[src/rtl/key_led_array_if.sv]
// Key/LED bundle: raw keys and mode in, debounced key events and LED drive out.
interface key_led_array_if #(
    parameter int N_KEYS = 4,
    parameter int LED_W  = 4
);
    logic [N_KEYS-1:0] key_in;
    logic              mode;
    logic [N_KEYS-1:0] key_flag;
    logic [N_KEYS-1:0] key_state;
    logic [N_KEYS-1:0] long_flag;
    logic [LED_W-1:0]  led;

    modport master (output key_in, mode, input key_flag, key_state, long_flag, led);
    modport slave  (input key_in, mode, output key_flag, key_state, long_flag, led);
endinterface

[src/rtl/key_led_array.sv]
// Purpose: per-key sync + debounce + long-press detect, driving a counter/toggle LED register.
// Latency: key_flag 2+DEB_CYC cycles after a stable key change; led updates 1 cycle after key_flag.
// Backpressure: none; events are single-cycle pulses that are always consumed.
module key_led_array #(
    parameter int N_KEYS   = 4,
    parameter int LED_W    = 4,
    parameter int DEB_CYC  = 1000000,
    parameter int LONG_CYC = 50000000
) (
    input  logic          Clk,
    input  logic          Rst,
    key_led_array_if.slave bus
);
    localparam int DEB_W  = $clog2(DEB_CYC);
    localparam int LONG_W = $clog2(LONG_CYC);
    localparam int N_TOG  = (N_KEYS < LED_W) ? N_KEYS : LED_W;
    localparam logic [DEB_W-1:0]  DEB_MAX  = DEB_W'(DEB_CYC - 1);
    localparam logic [LONG_W-1:0] LONG_MAX = LONG_W'(LONG_CYC - 1);

    typedef enum logic [1:0] {IDLE, FILT_DN, DOWN, FILT_UP} deb_state_t;

    logic [N_KEYS-1:0] flag_w, state_w, long_w, press_w;
    logic [LED_W-1:0]  led_q, led_d;

    for (genvar k = 0; k < N_KEYS; k++) begin : g_key
        logic              s1, s2;
        deb_state_t        state_q, state_d;
        logic [DEB_W-1:0]  filt_q, filt_d;
        logic [LONG_W-1:0] hold_q, hold_d;
        logic              done_q, done_d;
        logic              press_now, rel_now, long_now;

        always_ff @(posedge Clk or posedge Rst) begin
            if (Rst) begin
                s1      <= 1'b1;
                s2      <= 1'b1;
                state_q <= IDLE;
                filt_q  <= '0;
                hold_q  <= '0;
                done_q  <= 1'b0;
            end else begin
                s1      <= bus.key_in[k];
                s2      <= s1;
                state_q <= state_d;
                filt_q  <= filt_d;
                hold_q  <= hold_d;
                done_q  <= done_d;
            end
        end

        always_comb begin
            state_d   = state_q;
            filt_d    = filt_q;
            hold_d    = hold_q;
            done_d    = done_q;
            press_now = 1'b0;
            rel_now   = 1'b0;
            long_now  = 1'b0;
            // Hold time keeps running through release filtering; done_q limits to one pulse per press.
            if (state_q == DOWN || state_q == FILT_UP) begin
                if (hold_q != LONG_MAX) hold_d = hold_q + LONG_W'(1);
                if (hold_q == LONG_MAX && !done_q) begin
                    long_now = 1'b1;
                    done_d   = 1'b1;
                end
            end
            case (state_q)
                IDLE: if (!s2) begin
                    state_d = FILT_DN;
                    filt_d  = '0;
                end
                FILT_DN: begin
                    if (s2) begin
                        state_d = IDLE;
                    end else if (filt_q == DEB_MAX) begin
                        state_d   = DOWN;
                        press_now = 1'b1;
                        hold_d    = '0;
                        done_d    = 1'b0;
                    end else begin
                        filt_d = filt_q + DEB_W'(1);
                    end
                end
                DOWN: if (s2) begin
                    state_d = FILT_UP;
                    filt_d  = '0;
                end
                FILT_UP: begin
                    if (!s2) begin
                        state_d = DOWN;
                    end else if (filt_q == DEB_MAX) begin
                        state_d = IDLE;
                        rel_now = 1'b1;
                    end else begin
                        filt_d = filt_q + DEB_W'(1);
                    end
                end
                default: state_d = IDLE;
            endcase
        end

        // key_state flips in the same cycle as the flag, so it is derived from the terminal-count terms.
        assign flag_w[k]  = press_now | rel_now;
        assign state_w[k] = (state_q == DOWN || state_q == FILT_UP) ? rel_now : ~press_now;
        assign long_w[k]  = long_now;
        assign press_w[k] = press_now;
    end

    always_comb begin
        led_d = led_q;
        if (bus.mode) begin
            for (int i = 0; i < N_TOG; i++) begin
                if (press_w[i]) led_d[i] = ~led_q[i];
            end
        end else if (long_w[0]) begin
            led_d = '0;
        end else if (press_w[0] && !press_w[1]) begin
            led_d = led_q + LED_W'(1);
        end else if (press_w[1] && !press_w[0]) begin
            led_d = led_q - LED_W'(1);
        end
    end

    always_ff @(posedge Clk or posedge Rst) begin
        if (Rst) led_q <= '0;
        else     led_q <= led_d;
    end

    assign bus.key_flag  = flag_w;
    assign bus.key_state = state_w;
    assign bus.long_flag = long_w;
    assign bus.led       = led_q;
endmodule

[src/flat_wrapper.sv]
// flat-port wrapper written by rule: the top's interface ports become plain ports
module key_led_array_flat 
#(
    parameter int N_KEYS   = 4,
    parameter int LED_W    = 4,
    parameter int DEB_CYC  = 1000000,
    parameter int LONG_CYC = 50000000
)
  (Clk, Rst, bus_key_in, bus_mode, bus_key_flag, bus_key_state, bus_long_flag, bus_led);
  key_led_array_if #(.N_KEYS(N_KEYS), .LED_W(LED_W)) bus_i ();
  input  logic Clk;
  input  logic Rst;
  input wire logic [$bits(bus_i.key_in)-1:0] bus_key_in;
  input wire logic [$bits(bus_i.mode)-1:0] bus_mode;
  output wire logic [$bits(bus_i.key_flag)-1:0] bus_key_flag;
  output wire logic [$bits(bus_i.key_state)-1:0] bus_key_state;
  output wire logic [$bits(bus_i.long_flag)-1:0] bus_long_flag;
  output wire logic [$bits(bus_i.led)-1:0] bus_led;
  assign bus_i.key_in = bus_key_in;
  assign bus_i.mode = bus_mode;
  assign bus_key_flag = bus_i.key_flag;
  assign bus_key_state = bus_i.key_state;
  assign bus_long_flag = bus_i.long_flag;
  assign bus_led = bus_i.led;
  key_led_array #(.N_KEYS(N_KEYS), .LED_W(LED_W), .DEB_CYC(DEB_CYC), .LONG_CYC(LONG_CYC)) u_core (.Clk(Clk), .Rst(Rst), .bus(bus_i));
endmodule
[config.mk]
export PLATFORM = sky130hd
export DESIGN_NAME = key_led_array_flat
export DESIGN_NICKNAME = d
export VERILOG_FILES = /design/src/rtl/key_led_array_if.sv /design/src/rtl/key_led_array.sv /design/src/flat_wrapper.sv
export SDC_FILE = /design/constraint.sdc
export NUM_CORES = 1
export LEC_CHECK = 0
export ABC_AREA = 1
export CAP_MARGIN = 20
export CORE_MARGIN = 3
export CORE_UTILIZATION = 30
export DETAILED_ROUTE_END_ITERATION = 7
export GPL_ROUTABILITY_DRIVEN = 0
export PLACE_DENSITY = 0.47
export SYNTH_ARGS = -nofsm -noshare
export SYNTH_HDL_FRONTEND = slang
export SYNTH_SLANG_ARGS = --single-unit
export TNS_END_PERCENT = 5
[constraint.sdc]
create_clock -name Clk -period 11.4 [get_ports Clk]
set_clock_uncertainty 0.1 [all_clocks]
set_input_delay 2.85 -clock Clk [delete_from_list [all_inputs] [get_ports Clk]]
set_output_delay 2.85 -clock Clk [all_outputs]
set_load 0.01 [all_outputs]
==> flow_summary.json, run 1 <==
{
  "placed_cells": 2482,
  "multi_input_area_sq_mm": 0.00697,
  "place_worst_setup_slack_ns": 6.25,
  "design_area_sq_mm": 0.0151,
  "die_h_um": 217,
  "ir_drop_uv": 106,
  "postRouteAntennaNets": 0,
  "grt_pass1_vias": 11900,
  "setup_viol_count_final": 0,
  "drive_above_1_share_pct": 6.98,
  "synth.avg_cell_area_sq_um": 7.00,
  "startpoint_type": "register",
  "clock_latency_ns": 0.56,
  "seq_area_frac_synth_pct": 38.9,
  "h-tree-depth": 1,
  "hold_path_class": "reg -> reg",
  "holdPathStages": 0,
  "drc": 0,
  "r2r_end": "u_core.bus.led[3]$_DFFE_PP0P_",
  "clock_sinks": 208,
  "final_cell_count_no_fill": 2534,
  "antenna_cells": 0,
  "drt-initial-drc-count": 755,
  "yosys_warnings": 0,
  "crit_path_end_kind": "output port",
  "core_sq_mm": 0.0436,
  "cts_buffers": 28,
  "worstPathMaxFanout": 9,
  "worstHoldStart": "u_core.g_key[0].s1$_DFF_PP1_",
  "cts-resized-gates": 0,
  "cts_root_buf": "clkbuf_16",
  "utilization_pct": 34.7,
  "syn-instance-count": 1915,
  "arrival_ns": 2.80,
  "slew-limit-headroom_pct": 37.0,
  "overflow": 0,
  "nFillCells": 4768,
  "clkTransAtPathRegs_ns": 0.06,
  "vias": 12100,
  "worstMarginPinSlew_ns": 0.945,
  "grt_max_degree": 74,
  "vias_per_cell": 4.79,
  "grt_pass1_wl_mm": 60.4,
  "leakage_nw": 6.48,
  "fmax_mhz": 174,
  "drv_slew": 0,
  "port_buffers": 22,
  "fin_ws_ns": 5.65,
  "whs_ns": 0.257,
  "tns_ns": 0,
  "clock_path_buffers": 3,
  "syn2layout_area_growth_pct": 12.8,
  "initial_utilization_pct": 30.8,
  "drt-wirelength-per-cell_um": 14.0,
  "outcome": "finished clean",
  "final_nets": 1945,
  "seq_area_sq_mm": 0.00522,
  "hold_viol_final": 0,
  "ys_types": 50,
  "synth_nets": 1933,
  "hold_buffers": 0,
  "netlist_area_sq_mm": 0.0134,
  "cap_viol_max_count": 0,
  "critPathRequiredTime_ns": 8.45,
  "period_share_pct": 50.4,
  "ys_ff_latch": 208,
  "fp.dieW_um": 217,
  "grt.total_usage_pct": 15.1,
  "cellPowerDensity_mw_per_mm2": 118,
  "wirelength_mm": 35.4,
  "die_area_sq_mm": 0.0472,
  "r2r-start": "u_core.g_key[1].filt_q[0]$_DFFE_PP0P_",
  "hpwlAfterDp_mm": 25.8,
  "rrSetupSlack_ns": 8.07,
  "worstHoldEndpoint": "u_core.g_key[0].s2$_DFF_PP1_",
  "cts_setup_buffers": 0,
  "rsz0062_at_grt": "no",
  "rows": 76,
  "r2r_cells": 18,
  "power.total_mw": 1.78,
  "antenna_found_initial": 0,
  "dpl_cell_area_sq_mm": 0.0141,
  "io_pins": 23,
  "worstSetupPathType": "reg -> out",
  "finalCriticalPeriod_ns": 5.75,
  "cts_tree": "done",
  "firstDrtPassIters": 5
}
## logic make-up after synthesis
group,share of synthesized area [%]
and+or+nand+nor,37.0
adders and majority gates,1.08
AOI/OAI and AO/OA,9.03
xor gates and xnor gates,4.97
buffers and inverters,9.03
DFF,38.9
## sequential cells by signal, summed over array words and instances, names as in the netlist, named ones only
name and count:
u_core.g_key.done_q 4, u_core.g_key.state_q 4, u_core.bus.led 4, u_core.g_key.s1 4, u_core.g_key.hold_q 104, u_core.g_key.s2 4, u_core.g_key.filt_q 80
## Yosys cell counts (all sizes together)
cell type	number	area (sq um)
fa	1	20.0
o21bai	6	45.0
xor2	52	455
nand3b	9	67.6
a21oi	35	179
nand3	124	641
o41ai	1	8.76
and2	2	12.5
or2	9	56.3
o21a	3	22.5
o311ai	1	8.76
nand2	472	1810
o31ai	21	158
ha	10	125
o211ai	1	7.51
a211oi	11	87.6
dfrtp	200	5000
buf	37	221
and3	2	12.5
xnor2	24	210
nor2	316	1230
nand2b	1	6.26
clkbuf	10	38.8
inv	253	950
nor3	80	470
nand4	91	569
nor3b	6	45.0
a311oi	1	8.76
o21ai	118	647
dfstp	8	210
nor4	4	31.3
a31oi	6	37.5
## routing by layer
| layer | GRT usage (%) | share of wire, % |
|---|---|---|
| met1 | 20.9 | 48 |
| met2 | 25.0 | 45 |
| met3 | 2.35 | 4.2 |
| met5 | 0 | 0 |
| met4 | 3.54 | 2.4 |
## power breakdown
part | internal (mW) | leakage [nW] | switching [mW]
registers | 0.752 | 2.86 | 0.0179
clock network | 0.570 | 0.471 | 0.346
logic | 0.0284 | 3.15 | 0.0640
total | 1.35 | 6.48 | 0.428
## area by class of cell
type                       instances  share of cell area (%)
clock buffer                      42                    5.52
clock inverter                    10                   0.861
inverter                         253                    6.33
multi-input combinational       1407                    46.1
sequential                       208                    34.5
tap                              585                    4.84
timing repair buffer              29                    1.80
## critical path: stages (launching register included)
cell and delay (ns):
dfrtp_1 0.47, ha_1 0.30, nand2_2 0.11, nor2_4 0.17, inv_1 0.07, nor3_2 0.21, nand3_1 0.14, nand2_1 0.09
o21a_1 0.13, clkdlybuf4s50_1 0.54
## cell usage in the layout, fill, tap and decap left out, types with 9 or more instances in the layout
cell type / Yosys / layout
a211oi_1: 10 / 10
a21oi_1: 34 / 34
clkbuf_16: 0 / 29
clkdlybuf4s50_1: 0 / 22
dfrtp_1: 200 / 200
ha_1: 10 / 10
inv_1: 242 / 241
inv_2: 11 / 11
nand2_1: 460 / 460
nand2_2: 10 / 10
nand3_1: 120 / 120
nand3b_1: 9 / 9
nand4_1: 91 / 91
nor2_1: 303 / 303
nor2_2: 11 / 11
nor3_1: 71 / 71
o21ai_0: 79 / 79
o21ai_1: 24 / 24
o21ai_2: 15 / 15
o31ai_1: 21 / 21
xnor2_1: 24 / 24
xor2_1: 52 / 52
## worst max path at each step
stage	from	end	slack (ns)	cells after the start
after floorplan	Rst	asynchronous set/reset pin	2.78	1
after global placement	u_core.g_key[2].filt_q[0]$_DFFE_PP0P_	bus_key_state[2]	6.27	9
after detailed placement	u_core.g_key[2].filt_q[0]$_DFFE_PP0P_	bus_key_state[2]	6.25	9
after CTS	u_core.g_key[2].filt_q[0]$_DFFE_PP0P_	bus_key_state[2]	5.62	9
after global routing	u_core.g_key[2].filt_q[0]$_DFFE_PP0P_	bus_key_state[2]	5.43	9
final	u_core.g_key[2].filt_q[0]$_DFFE_PP0P_	bus_key_state[2]	5.65	9
Power figures use the tool's default switching activity.
==> run 2, diff against run 1 <==
==> constraint.sdc (replaced) <==
create_clock -name Clk -period 5.9 [get_ports Clk]
set_clock_uncertainty 0.1 [all_clocks]
set_input_delay 1.475 -clock Clk [delete_from_list [all_inputs] [get_ports Clk]]
set_output_delay 1.475 -clock Clk [all_outputs]
set_load 0.01 [all_outputs]
==> run 2 against run 1 <==
Critical path depth unchanged. Design area up 0.65%. Clock power up 110%. Sequential power up 94%. Clock-buffer cell count down 4. Largest power group unchanged. Largest cell class unchanged. Via count about the same. Sequential share of layout area down 0.22 points.
==> flow_summary.json, run 2 (same netlist as run 1, synthesis figures left out) <==
{
  "slew-limit-headroom_pct": 45.1,
  "overflow": 0,
  "largest_reg_flops": 104,
  "finalCriticalPeriod_ns": 4.40,
  "drive_above_1_share_pct": 7.09,
  "grt_pass1_wl_mm": 59.9,
  "port_buffers": 22,
  "holdPathStages": 0,
  "ir_drop_uv": 200,
  "wirelength_mm": 35.3,
  "final_cell_mix": "nand2_1 (460), nor2_1 (303), inv_1 (241), dfrtp_1 (200), nand3_1 (120)",
  "crit_path_end_kind": "output port",
  "worstPathMaxFanout": 9,
  "slowest_delay_ns": 0.54,
  "vias": 12100,
  "antenna_found_initial": 0,
  "cts_root_buf": "clkbuf_16",
  "cp_num_buf_inv": 2,
  "cellPowerDensity_mw_per_mm2": 235,
  "cp_cell_sequence": "ha_1 > nand2_2 > nor2_4 > inv_1 > nor3_2 > nand3_1 > nand2_1 > o21a_1 > clkdlybuf4s50_1",
  "drv_slew": 0,
  "h-tree-depth": 1,
  "cp_num_cells": 9,
  "clock_path_buffers": 3,
  "hold_buffers": 0,
  "initial_utilization_pct": 30.8,
  "final_common_cell": "nand2_1",
  "rsz0062_at_grt": "no",
  "setup_viol_count_final": 0,
  "clkTransAtPathRegs_ns": 0.06,
  "vias_per_cell": 4.79,
  "grt_max_degree": 130,
  "hold_path_class": "reg -> reg",
  "max_flop_register": "u_core.g_key.hold_q",
  "rows": 76,
  "cts_tree": "done",
  "drt-initial-drc-count": 672,
  "cts_buffers": 28,
  "cts-resized-gates": 0,
  "die_h_um": 217,
  "cap_viol_max_count": 0,
  "top_regs": "u_core.g_key.hold_q (104), u_core.g_key.filt_q (80)",
  "clock_sinks": 208,
  "syn2layout_area_growth_pct": 13.5,
  "slowest_stage": "clkdlybuf4s50_1",
  "critPathRequiredTime_ns": 4.32,
  "io_pins": 23,
  "drc": 0,
  "die_area_sq_mm": 0.0472,
  "final_nets": 1944,
  "clock_latency_ns": 0.58,
  "postRouteAntennaNets": 0,
  "drt-wirelength-per-cell_um": 14.0,
  "startpoint_type": "register",
  "tns_ns": 0,
  "hold_viol_final": 0,
  "hpwlAfterDp_mm": 25.6,
  "cp_top_family": "simple AND/OR/NAND/NOR gates",
  "outcome": "finished clean",
  "whs_ns": 0.255,
  "worstSetupPathType": "reg -> out",
  "grt_pass1_vias": 11700,
  "leakage_nw": 6.52,
  "dpl_cell_area_sq_mm": 0.0142,
  "worstMarginPinSlew_ns": 0.821,
  "fmax_mhz": 227,
  "core_sq_mm": 0.0436,
  "design_area_sq_mm": 0.0152,
  "grt.total_usage_pct": 15.1,
  "r2r_cells": 18,
  "utilization_pct": 34.9,
  "firstDrtPassIters": 4,
  "cts_setup_buffers": 0,
  "fp.dieW_um": 217,
  "antenna_cells": 0,
  "arrival_ns": 2.83,
  "period_share_pct": 74.6
}
run 2: changes by cell type in the layout (fill, tap and decap cells not counted), sizes merged:
cell,change
inv,-1
clkinvlp,-1
clkinv,+2
bufinv,+3
buf,-1
clkbuf,-4
run 2: layout make-up:
cell class              instances  area [sq um]
clock buffers                  38           808
clock inverters                13           240
fillers                      4752         28300
inverters                     253           953
multi-input cells            1407          6970
flip-flops and latches        208          5220
well taps                     585           732
repair buffers                 28           290
run 2: routing by layer:
layer	vias to the layer above	wire length, um	GRT usage (%)
met2	200	16500	25.4
li1	6219	-	-
met3	45	1440	2.29
met5	-	0	0
met4	0	605	3.76
met1	5666	16800	20.4
run 2: metrics by stage:
| step | power, mW | cells | setup slack [ns] |
|---|---|---|---|
| after floorplan | 1.63 | 1915 | 1.63 |
| after global placement | 1.70 | 2481 | 2.13 |
| after detailed placement | 1.70 | 2481 | 2.13 |
| after CTS | 3.66 | 2532 | 1.47 |
| after global routing | 3.74 | 2532 | 1.34 |
| final | 3.57 | 2532 | 1.50 |
run 2: worst paths after layout:
check	start	to	slack (ns)
min reg2reg	u_core.g_key[3].s1$_DFF_PP1_	u_core.g_key[3].s2$_DFF_PP1_	0.26
min in group asynchronous	Rst	u_core.g_key[2].hold_q[7]$_DFF_PP0_	1.28
max in group asynchronous	Rst	u_core.g_key[1].hold_q[16]$_DFF_PP0_	3.74
min	u_core.g_key[3].s1$_DFF_PP1_	u_core.g_key[3].s2$_DFF_PP1_	0.26
max reg2reg	u_core.g_key[1].filt_q[0]$_DFFE_PP0P_	u_core.bus.led[3]$_DFFE_PP0P_	2.62
max	u_core.g_key[2].filt_q[0]$_DFFE_PP0P_	bus_key_state[2]	1.50
run 2: where the power goes:
group | internal (mW) | switching (mW) | total, mW
logic | 0.0562 | 0.125 | 0.181
registers | 1.45 | 0.0326 | 1.49
clock network | 1.22 | 0.684 | 1.90
